[config.mk]
export PLATFORM = sky130hd
export DESIGN_NAME = qspi_flash_responder
export DESIGN_NICKNAME = d
export VERILOG_FILES = /design/src/rtl/qspi_flash_responder.sv
export SDC_FILE = /design/constraint.sdc
export NUM_CORES = 1
export LEC_CHECK = 0
export BUFFER_PORTS_ARGS = -buffer_cell sky130_fd_sc_hd__buf_4
export CORE_AREA = 2 2 99 101
export CTS_BUF_LIST = sky130_fd_sc_hd__clkbuf_4 sky130_fd_sc_hd__clkbuf_8
export DETAILED_ROUTE_END_ITERATION = 8
export DIE_AREA = 0 0 101 103
export PLACE_DENSITY = 0.64
export SLEW_MARGIN = 30
export SYNTH_ARGS = -nofsm -noshare
export SYNTH_HDL_FRONTEND = slang
export SYNTH_SLANG_ARGS = --single-unit
[constraint.sdc]
create_clock -name h_clk -period 2.9 [get_ports h_clk]
set_clock_uncertainty 0.1 [all_clocks]
set_input_delay 0.58 -clock h_clk [delete_from_list [all_inputs] [get_ports h_clk]]
set_output_delay 0.58 -clock h_clk [all_outputs]
set_load 0.05 [all_outputs]
[src/rtl/qspi_flash_responder.sv]
// qspi_flash_responder
// Flash-side QSPI responder. It decodes the opcode, address and dummy phases that a
// QSPI controller sends, and then returns bytes read from a byte-wide memory port.
// SPI mode 0 only. All pins are oversampled on h_clk, which must be at least 8x sclk.
//
// Ports
//   h_clk, h_rstn    system clock / async active-low reset
//   sclk_in          SPI clock from the controller (async)
//   cs_n_in          chip select, active low (async)
//   io_in[3:0]       IO line inputs (async)
//   io_out, io_oe    IO line drive values and per-line output enables
//   mem_rd_en        one-cycle byte read strobe
//   mem_addr         byte address of the read
//   mem_rdata        read data, valid one h_clk after mem_rd_en
//   addr4_mode_out   4-byte address mode active
//   cmd_err_out      one-cycle pulse when an unsupported opcode is received
//   busy_out         high while the synchronised cs_n is low
module qspi_flash_responder #(
   parameter int MEM_AW       = 16,
   parameter int DUMMY_CYCLES = 6
) (
   input  logic              h_clk,
   input  logic              h_rstn,
   input  logic              sclk_in,
   input  logic              cs_n_in,
   input  logic [3:0]        io_in,
   output logic [3:0]        io_out,
   output logic [3:0]        io_oe,
   output logic              mem_rd_en,
   output logic [MEM_AW-1:0] mem_addr,
   input  logic [7:0]        mem_rdata,
   output logic              addr4_mode_out,
   output logic              cmd_err_out,
   output logic              busy_out
);

   typedef enum logic [2:0] {S_IDLE, S_CMD, S_ADDR, S_DUMMY, S_DATA, S_IGNORE} state_t;

   // Two-flop synchronisers, plus one extra sclk stage for edge detection.
   logic       sclk_s1_q, sclk_s2_q, sclk_prev_q;
   logic       cs_s1_q, cs_s2_q;
   logic [3:0] io_s1_q, io_s2_q;

   // NOTE: sequential state uses non-blocking (<=) so every flop samples pre-edge values.
   always_ff @(posedge h_clk or negedge h_rstn) begin
      if (!h_rstn) begin
         sclk_s1_q   <= 1'b0;
         sclk_s2_q   <= 1'b0;
         sclk_prev_q <= 1'b0;
         cs_s1_q     <= 1'b1;   // deselected after reset, so busy_out reads 0
         cs_s2_q     <= 1'b1;
         io_s1_q     <= 4'h0;
         io_s2_q     <= 4'h0;
      end else begin
         sclk_s1_q   <= sclk_in;
         sclk_s2_q   <= sclk_s1_q;
         sclk_prev_q <= sclk_s2_q;
         cs_s1_q     <= cs_n_in;
         cs_s2_q     <= cs_s1_q;
         io_s1_q     <= io_in;
         io_s2_q     <= io_s1_q;
      end
   end

   logic sclk_rise, sclk_fall;
   assign sclk_rise = sclk_s2_q & ~sclk_prev_q;
   assign sclk_fall = ~sclk_s2_q & sclk_prev_q;

   state_t            state_q, state_d;
   logic [5:0]        cnt_q, cnt_d;        // bit/rise counter shared by all phases
   logic [5:0]        alen_q, alen_d;      // address length in sclk rises
   logic [31:0]       sr_q, sr_d;          // opcode/address shift register
   logic              quad_q, quad_d;
   logic              addr4_q, addr4_d;
   logic              cmd_err_q, cmd_err_d;
   logic              mem_rd_en_q, mem_rd_en_d;
   logic [MEM_AW-1:0] mem_addr_q, mem_addr_d;
   logic              rd_pend_q, rd_pend_d;
   logic [7:0]        buf_q, buf_d;        // prefetched next byte
   logic [7:0]        sh_q, sh_d;          // byte currently being shifted out
   logic [3:0]        io_out_q, io_out_d;
   logic [7:0]        byte_v;

   // NOTE: every always_comb output gets a default first, so no path can infer a latch.
   always_comb begin
      state_d     = state_q;
      cnt_d       = cnt_q;
      alen_d      = alen_q;
      sr_d        = sr_q;
      quad_d      = quad_q;
      addr4_d     = addr4_q;
      cmd_err_d   = 1'b0;
      mem_rd_en_d = 1'b0;
      mem_addr_d  = mem_addr_q;
      rd_pend_d   = mem_rd_en_q;
      buf_d       = rd_pend_q ? mem_rdata : buf_q;
      sh_d        = sh_q;
      io_out_d    = io_out_q;
      byte_v      = (cnt_q == 6'd0) ? buf_q : sh_q;

      if (cs_s2_q) begin
         // Deselect wins over any simultaneous sclk edge and drops the partial frame.
         state_d  = S_IDLE;
         cnt_d    = 6'd0;
         io_out_d = 4'h0;
      end else begin
         unique case (state_q)
            S_IDLE: begin
               state_d = S_CMD;
               cnt_d   = 6'd0;
               sr_d    = 32'h0;
            end
            S_CMD: if (sclk_rise) begin
               sr_d  = {sr_q[30:0], io_s2_q[0]};
               cnt_d = cnt_q + 6'd1;
               if (cnt_q == 6'd7) begin
                  cnt_d = 6'd0;
                  case (sr_d[7:0])
                     8'h03: begin quad_d = 1'b0; alen_d = 6'd24; state_d = S_ADDR; end
                     8'h13: begin quad_d = 1'b0; alen_d = 6'd32; state_d = S_ADDR; end
                     8'hEB: begin
                        quad_d  = 1'b1;
                        alen_d  = addr4_q ? 6'd8 : 6'd6;
                        state_d = S_ADDR;
                     end
                     8'hEC: begin quad_d = 1'b1; alen_d = 6'd8; state_d = S_ADDR; end
                     8'hB7: begin addr4_d = 1'b1; state_d = S_IGNORE; end
                     8'hE9: begin addr4_d = 1'b0; state_d = S_IGNORE; end
                     default: begin cmd_err_d = 1'b1; state_d = S_IGNORE; end
                  endcase
               end
            end
            S_ADDR: if (sclk_rise) begin
               sr_d  = quad_q ? {sr_q[27:0], io_s2_q} : {sr_q[30:0], io_s2_q[0]};
               cnt_d = cnt_q + 6'd1;
               if (cnt_q == alen_q - 6'd1) begin
                  // Flash address bits above MEM_AW simply fall off here.
                  cnt_d       = 6'd0;
                  mem_rd_en_d = 1'b1;
                  mem_addr_d  = sr_d[MEM_AW-1:0];
                  state_d     = quad_q ? S_DUMMY : S_DATA;
               end
            end
            S_DUMMY: if (sclk_rise) begin
               cnt_d = cnt_q + 6'd1;
               if (cnt_q == 6'(DUMMY_CYCLES - 1)) begin
                  cnt_d   = 6'd0;
                  state_d = S_DATA;
               end
            end
            S_DATA: if (sclk_fall) begin
               if (quad_q) begin
                  io_out_d = byte_v[7:4];
                  sh_d     = {byte_v[3:0], 4'h0};
                  cnt_d    = (cnt_q == 6'd1) ? 6'd0 : 6'd1;
               end else begin
                  io_out_d = {2'b00, byte_v[7], 1'b0};
                  sh_d     = {byte_v[6:0], 1'b0};
                  cnt_d    = (cnt_q == 6'd7) ? 6'd0 : cnt_q + 6'd1;
               end
               // First beat of a byte comes from the prefetch buffer; refill it now.
               if (cnt_q == 6'd0) begin
                  mem_rd_en_d = 1'b1;
                  mem_addr_d  = mem_addr_q + MEM_AW'(1);
               end
            end
            S_IGNORE: ;
            default: state_d = S_IDLE;
         endcase
      end
   end

   always_ff @(posedge h_clk or negedge h_rstn) begin
      if (!h_rstn) begin
         state_q     <= S_IDLE;
         cnt_q       <= 6'd0;
         alen_q      <= 6'd0;
         sr_q        <= 32'h0;
         quad_q      <= 1'b0;
         addr4_q     <= 1'b0;
         cmd_err_q   <= 1'b0;
         mem_rd_en_q <= 1'b0;
         mem_addr_q  <= '0;
         rd_pend_q   <= 1'b0;
         buf_q       <= 8'h0;
         sh_q        <= 8'h0;
         io_out_q    <= 4'h0;
      end else begin
         state_q     <= state_d;
         cnt_q       <= cnt_d;
         alen_q      <= alen_d;
         sr_q        <= sr_d;
         quad_q      <= quad_d;
         addr4_q     <= addr4_d;
         cmd_err_q   <= cmd_err_d;
         mem_rd_en_q <= mem_rd_en_d;
         mem_addr_q  <= mem_addr_d;
         rd_pend_q   <= rd_pend_d;
         buf_q       <= buf_d;
         sh_q        <= sh_d;
         io_out_q    <= io_out_d;
      end
   end

   assign io_out         = io_out_q;
   assign io_oe          = (state_q == S_DATA) ? (quad_q ? 4'b1111 : 4'b0010) : 4'b0000;
   assign mem_rd_en      = mem_rd_en_q;
   assign mem_addr       = mem_addr_q;
   assign addr4_mode_out = addr4_q;
   assign cmd_err_out    = cmd_err_q;
   assign busy_out       = ~cs_s2_q;

endmodule

### Word-level counts from Yosys, hierarchy flattened

Cells that the tools add are included.

| operators by class | value |
|---|---|
| add/sub/neg operators | 3 |
| equality and inequality tests | 28 |
| multiplexer cells | 53 |
| bitwise logic cells | 5 |
| reductions and logical operators | 24 |

Operator list:

| kind | number |
|---|---|
| two-way mux 16 bit | 5 |
| two-way mux 6 bit | 9 |
| one-hot mux 15 bit (3 select lines) | 1 |
| equality test 8 bit, second input constant | 4 |
| one-hot mux 16 bit (2 select lines) | 1 |
| two-way mux 15 bit | 2 |
| one-hot mux 6 bit (5 select lines) | 1 |
| two-way mux 4 bit | 7 |
| two-way mux 3 bit | 9 |
| one-hot mux 6 bit (4 select lines) | 1 |
| inequality test 3 bit, second input constant | 7 |
| AND reduction 5 bit | 4 |
| adder 16 x 1 -> 16 bit, second input constant | 1 |
| two-way mux 8 bit | 2 |
| one-hot mux 3 bit (5 select lines) | 1 |
| equality test 6 x 3 -> 1 bit, second input constant | 2 |
| two-way mux 1 bit | 11 |
| inequality test 2 bit, second input constant | 5 |
| nonzero test 2 bit | 5 |
| equality test 8 x 2 -> 1 bit, second input constant | 1 |
| equality test 8 x 5 -> 1 bit, second input constant | 1 |
| AND reduction 7 bit | 1 |
| adder 6 x 1 -> 6 bit, second input constant | 1 |
| equality test 3 x 2 -> 1 bit, second input constant | 2 |
| 21 further kinds | 29 |

| storage, ports and cells | value |
|---|---|
| flip-flop bits (word level) | 84 |
| bits of input ports | 16 |
| word-level logic and storage cells | 133 |

### Logic depth before layout (Yosys ltp)

Gate-level depths: netlist of the first run.

| logic depth | value |
|---|---|
| depth after elaboration | 7 |
| mapped depth | 11 |

### Worst setup path before layout of the first run

OpenSTA, ideal clock, no wires.

| path | value |
|---|---|
| kind | reg-to-output |
| start | register state_q[0] |
| end | output io_oe[2] |
| data arrival time | 2.266 ns |
| data required time | 2.220 ns |
| path slack | -0.046 ns |
| cell stages (with the launch flop) | 7 |
| path buffers | 4 |
| cell sequence | dfrtp_1 -> buf_6 -> or3b_1 -> buf_6 -> clkbuf_1 -> nor2_1 -> buf_4 |

| on the way | value |
|---|---|
| cells in the longest elaborated chain, start to end | 2 |

Ends and longest elaborated chain:

| element | line | text |
|---|---|---|
| start, declared | 69 | `state_t state_q, state_d;` |
| start signal, assigned | 189 | `state_q <= state_d;` |
| equality test 3 bit | 206 | `assign io_oe = (state_q == S_DATA) ? (quad_q ? 4'b1111 : 4'b0010) : 4'b0000;` |
| two-way mux 4 bit | 206 |  |
| end, declared | 28 | `output logic [3:0] io_oe,` |

Every way passes these cells.

### Final worst setup path of the first run

| path | value |
|---|---|
| start | register state_q[2] |
| end | output io_oe[0] |

The elaborated chain is that of the path after synthesis.

==> impl_metrics.env, run 1 <==
export IMPL_outcome="finished, final reports clean"
export IMPL_p_leak_nw=2.15
export IMPL_crit_path_end_kind="output pin"
export IMPL_clock_latency_ps=360
export IMPL_ant_nets=0
export IMPL_numCtsBuffers=9
export IMPL_rsz0062_at_grt="false"
export IMPL_placed_cell_area_mm2=0.00481
export IMPL_drcViolationCount=0
export IMPL_p_per_area_mw_per_mm2=928
export IMPL_wl_per_cell_um=17.9
export IMPL_drv_slew=0
export IMPL_period_share=0.926
export IMPL_synth_area_leaders="dfrtp_1 45%, mux2_2 5.3%, nor2_1 3.6%"
export IMPL_antenna_found_initial=0
export IMPL_fin_crit_ps=2680
export IMPL_finalSetupViolations=0
export IMPL_avgSynthCellArea_um2=9.58
export IMPL_pwr_share_comb=0.401
export IMPL_cp_slowest_cell="dfrtp_1"
export IMPL_slowest_delay_ps=560
export IMPL_coreArea_mm2=0.00946
export IMPL_rows=36
export IMPL_p_int_mw=2.69
export IMPL_synth_edf_count=0
export IMPL_overflow=0
export IMPL_fin_setup_tns_ps=0
export IMPL_p_clk_frac=0.199
export IMPL_yosysSeqAreaShare=0.459
export IMPL_routed_wl_um=10900
export IMPL_syn_area_mm2=0.00442
export IMPL_worstMarginPinSlew_ps=738
export IMPL_criticalPathCategory="flip-flop to output pin"
export IMPL_cts_clk_slew_worst_paths_ps=80
export IMPL_cp_data_required_time_ps=2220
export IMPL_worstPathMaxFanout=17
export IMPL_critPathLaunchType="flip-flop"
export IMPL_rr_worst_depth=5
export IMPL_final_area_mm2=0.00503
export IMPL_initial_core_util=0.468
export IMPL_die_y_um=103
export IMPL_cts_hold_buf=0
export IMPL_hpwlAfterDp_um=7500
export IMPL_hold_path_class="primary input to async pin"
export IMPL_vias_per_cell=6.09
export IMPL_fin_nets=514
export IMPL_dieArea_mm2=0.0104
export IMPL_layout_common_cells="79 x dfrtp_1, 55 x buf_4, 41 x nor2_1, 41 x nand2_1, 29 x a21oi_1"
export IMPL_grt_pass1_vias=3531
export IMPL_fmax_mhz=373
export IMPL_cpMostUsedCell="buf_4"
export IMPL_grt_max_degree=49
export IMPL_synth_distinct_cells=62
export IMPL_vias=3727
export IMPL_syn_inst=462
export IMPL_synth_top_area_frac=0.447
export IMPL_grt_use_total=0.221
export IMPL_crit_arrival_ps=2000
export IMPL_place_congestion=0.817
export IMPL_io_pins=44
export IMPL_layout_commonest_cell="dfrtp_1"
export IMPL_yosysWarnings=0
export IMPL_power_frac_seq=0.400
export IMPL_htreeDepth=3
export IMPL_drv_cap=0
export IMPL_r2r_end="alen_q[5]"
export IMPL_peakVddDrop_mv=0.398
export IMPL_drtPass1Iterations=4
export IMPL_maxSlewHeadroom=0.504
export IMPL_yosysTopAreaCell="dfrtp_1"
export IMPL_cts_max_path_buffers=2
export IMPL_ys_ff_latch=81
export IMPL_fp_dieW_um=101
export IMPL_drt_iter0_drc=246
export IMPL_areaGrowthSynthToFinish_pct=13.6
export IMPL_syn_num_nets=483
export IMPL_p_sw_mw=1.98
export IMPL_rrSetupSlack_ps=340
export IMPL_post_cts_buffers=0
export IMPL_root_buffer="clkbuf_8"
export IMPL_drive_gt1_frac=0.211
export IMPL_rr_startpoint="cnt_q[3]"
export IMPL_cts_resized=0
export IMPL_grt_pass1_wl_um=17900
export IMPL_cts_sinks=81
export IMPL_synth_async_reset_ratio=1.00
export IMPL_report_final_hold_viol_count=0
export IMPL_port_buffers=43
export IMPL_cts_tree="built"
export IMPL_path_cells="or3b_1 -> buf_4 -> nor2_2 -> buf_4"
export IMPL_p_sw_frac=0.423
export IMPL_synth_top_flop_cell="dfrtp_1"
export IMPL_insertedDiodeCount=0
power by group through the flow:
stage / clock (mW) / sequential, mW / combinational [mW]
final: 0.927 / 1.87 / 1.87
after CTS: 0.947 / 1.86 / 1.87
after global routing: 0.991 / 1.93 / 2.04
after detailed placement: 0 / 1.88 / 1.86
after global placement: 0 / 1.86 / 1.84
after floorplan: 0 / 2.12 / 1.08
cell type report:
cell class,count,area (um^2)
flip-flops and latches,81,2030
well taps,114,143
inverters,14,52.6
multi-input cells,331,2150
clock inverters,5,78.8
clock buffers,11,139
repair buffers,56,433
fillers,877,4430
cell families (layout without fill, tap and decap cells):
family | after synthesis | count (layout) | share of synthesized area
xor gates and xnor gates | 6 | 6 | 0.0119
and+or+nand+nor | 153 | 153 | 0.165
muxes | 33 | 33 | 0.0806
buffers and inverters | 50 | 86 | 0.0566
AOI/OAI and AO/OA | 133 | 133 | 0.210
DFF | 81 | 81 | 0.459
adders and majority gates | 6 | 6 | 0.0164
synth_stat cells, drive strengths merged (11+ instances only):
cell type and instances:
a2bb2oi 13, dfrtp 79, nand3 17, clkbuf 23, a211oi 11, buf 13, inv 14, nand2 42
mux2i 12, a21oi 29, nor2 43, o21ai 19, mux2 21
state kept, by name (all words and copies together) (netlist names), 3 cells and up:
register	cells
alen_q	4
buf_q	8
cnt_q	6
io_out	4
io_s1_q	4
io_s2_q	4
mem_addr	16
sh_q	7
sr_q	15
state_q	3
worst max path at each step:
stage	from	endpoint	slack, ps	cells past startpoint
finish	state_q[2]	io_oe[0]	220	4
global route	state_q[1]	io_oe[3]	80	4
CTS	state_q[1]	io_oe[0]	210	4
detailed placement	cnt_q[3]	alen_q[5]	390	5
global placement	cnt_q[4]	alen_q[5]	430	5
floorplan	state_q[0]	io_oe[2]	240	6
routing by layer:
layer  GRT usage  part of all wire  vias to the layer above
met5           0                 0                        -
met4      0.0842             0.014                        0
met3      0.0393             0.049                       15
met2       0.351              0.47                      128
met1       0.305              0.46                     1825
li1            -                 -                     1759
critical path: cells and delay by family, from the launching register on:
kind	cells	cell delay, ps
simple gates	2	630
buf+inv	2	470
flops	1	560
stage by stage:
stage          instances  hold WS [ps]  utilization  power [mW]  setup slack [ps]
6_report             612           142        0.531        4.66               216
5_1_grt              612           201        0.531        4.96              83.7
4_1_cts              612           171        0.531        4.67               212
3_5_place_dp         596           236        0.508        3.74               385
3_3_place_gp         596           234        0.508        3.70               431
2_1_floorplan        462           184            -        3.20               240
Note: power is estimated with default switching activity, not from simulation.
==> run 2: changes to the inputs <==
--- a/config.mk
+++ b/config.mk
@@ -5,12 +5,12 @@
 export SDC_FILE = /design/constraint.sdc
 export NUM_CORES = 1
 export LEC_CHECK = 0
-export BUFFER_PORTS_ARGS = -buffer_cell sky130_fd_sc_hd__buf_4
 export CORE_AREA = 2 2 99 101
 export CTS_BUF_LIST = sky130_fd_sc_hd__clkbuf_4 sky130_fd_sc_hd__clkbuf_8
 export DETAILED_ROUTE_END_ITERATION = 8
 export DIE_AREA = 0 0 101 103
-export PLACE_DENSITY = 0.64
+export DONT_BUFFER_PORTS = 1
+export PLACE_DENSITY = 0.6
 export SLEW_MARGIN = 30
 export SYNTH_ARGS = -nofsm -noshare
 export SYNTH_HDL_FRONTEND = slang
==> impl_metrics.env, run 2 (synthesis results as in run 1) <==
export IMPL_grt_pass1_vias=3490
export IMPL_htreeDepth=3
export IMPL_period_share=0.928
export IMPL_cts_sinks=81
export IMPL_grt_max_degree=82
export IMPL_rrSetupSlack_ps=330
export IMPL_clock_latency_ps=380
export IMPL_outcome="finished, final reports clean"
export IMPL_drive_gt1_frac=0.155
export IMPL_root_buffer="clkbuf_8"
export IMPL_overflow=0
export IMPL_coreArea_mm2=0.00946
export IMPL_maxSlewHeadroom=0.517
export IMPL_dieArea_mm2=0.0104
export IMPL_insertedDiodeCount=0
export IMPL_grt_use_total=0.226
export IMPL_drv_cap=0
export IMPL_fp_dieW_um=101
export IMPL_criticalPathCategory="flip-flop to output pin"
export IMPL_finalSetupViolations=0
export IMPL_fin_crit_ps=2690
export IMPL_rr_startpoint="alen_q[2]"
export IMPL_p_per_area_mw_per_mm2=949
export IMPL_io_pins=44
export IMPL_drv_slew=0
export IMPL_largest_reg_flops=16
export IMPL_cts_max_path_buffers=2
export IMPL_worstSetupStartpoint="state_q[0]"
export IMPL_fillers=887
export IMPL_routed_wl_um=10800
export IMPL_cts_resized=0
export IMPL_drcViolationCount=0
export IMPL_initial_core_util=0.468
export IMPL_vias_per_cell=6.12
export IMPL_setup_slack_ps=210
export IMPL_hpwlAfterDp_um=7410
export IMPL_antenna_found_initial=0
export IMPL_drt_iter0_drc=256
export IMPL_peakVddDrop_mv=0.653
export IMPL_layout_commonest_cell="dfrtp_1"
export IMPL_port_buffers=0
export IMPL_worstMarginPinSlew_ps=720
export IMPL_worstPathMaxFanout=32
export IMPL_power_mw=4.54
export IMPL_fin_setup_tns_ps=0
export IMPL_r2r_end="mem_addr[1]"
export IMPL_cts_tree="built"
export IMPL_ant_nets=0
export IMPL_crit_arrival_ps=2010
export IMPL_critPathLaunchType="flip-flop"
export IMPL_place_congestion=0.886
export IMPL_areaGrowthSynthToFinish_pct=8.26
export IMPL_numCtsBuffers=9
export IMPL_grt_pass1_wl_um=18100
export IMPL_p_leak_nw=1.98
export IMPL_post_cts_buffers=0
export IMPL_crit_path_end_kind="output pin"
export IMPL_wl_per_cell_um=18.6
export IMPL_vias=3548
export IMPL_fmax_mhz=372
export IMPL_cts_hold_buf=2
export IMPL_cp_data_required_time_ps=2220
export IMPL_dpl_worst_slack_ps=377
export IMPL_hold_path_class="primary input to flip-flop"
export IMPL_rows=36
export IMPL_layout_common_cells="79 x dfrtp_1, 41 x nor2_1, 41 x nand2_1, 29 x a21oi_1, 22 x buf_4"
export IMPL_rsz0062_at_grt="false"
export IMPL_die_y_um=103
export IMPL_cts_clk_slew_worst_paths_ps=90
export IMPL_rr_worst_depth=8
export IMPL_crit_path_end="io_oe[1]"
export IMPL_drtPass1Iterations=5
export IMPL_fin_nets=482
export IMPL_report_final_hold_viol_count=0
run 2: critical path: stages (launching register included):
cell and delay [ps]:
dfrtp_1 480, or3b_1 420, buf_4 210, inv_1 110, buf_4 400
run 2: cell type report:
type,instances,area [um^2],area share
Timing Repair Buffer,24,203,0.0423
Clock buffer,9,124,0.0259
Inverter,14,52.6,0.0110
Multi-Input combinational cell,331,2160,0.450
Clock inverter,7,81.3,0.0170
Tap cell,114,143,0.0298
Sequential cell,81,2030,0.424
run 2: metrics by stage:
stage,cells,hold slack (ps),util,instance area (um^2)
finish,580,89.8,0.506,4790
floorplan,462,184,-,4430
CTS,580,65.8,0.506,4790
global placement,562,188,0.481,4550
global route,580,58.3,0.506,4790
detailed placement,562,187,0.481,4550
run 2: power by group:
| group | internal, mW | leakage (nW) | switching [mW] |
|---|---|---|---|
| Combinational | 0.630 | 0.848 | 0.987 |
| Sequential | 1.46 | 1.03 | 0.591 |
| Clock | 0.413 | 0.102 | 0.466 |
run 2: worst min path at each step:
| stage | from | end | slack [ps] | cells after the start |
|---|---|---|---|---|
| 2_1_floorplan | h_rstn | addr4_mode_out | 180 | 0 |
| 3_3_place_gp | h_rstn | cmd_err_out | 190 | 0 |
| 3_5_place_dp | h_rstn | cmd_err_out | 190 | 0 |
| 4_1_cts | cs_n_in | cs_s1_q | 70 | 0 |
| 5_1_grt | cs_n_in | cs_s1_q | 60 | 0 |
| 6_report | cs_n_in | cs_s1_q | 90 | 0 |
run 2: metal layers:
layer / share of wire / vias to the layer above / GRT usage / wire length (um)
met3: 0.056 / 16 / 0.0719 / 604
met5: 0 / - / 0 / 0
met1: 0.46 / 1741 / 0.303 / 4950
met4: 0.018 / 0 / 0.0769 / 195
li1: - / 1690 / - / -
met2: 0.47 / 101 / 0.350 / 5040
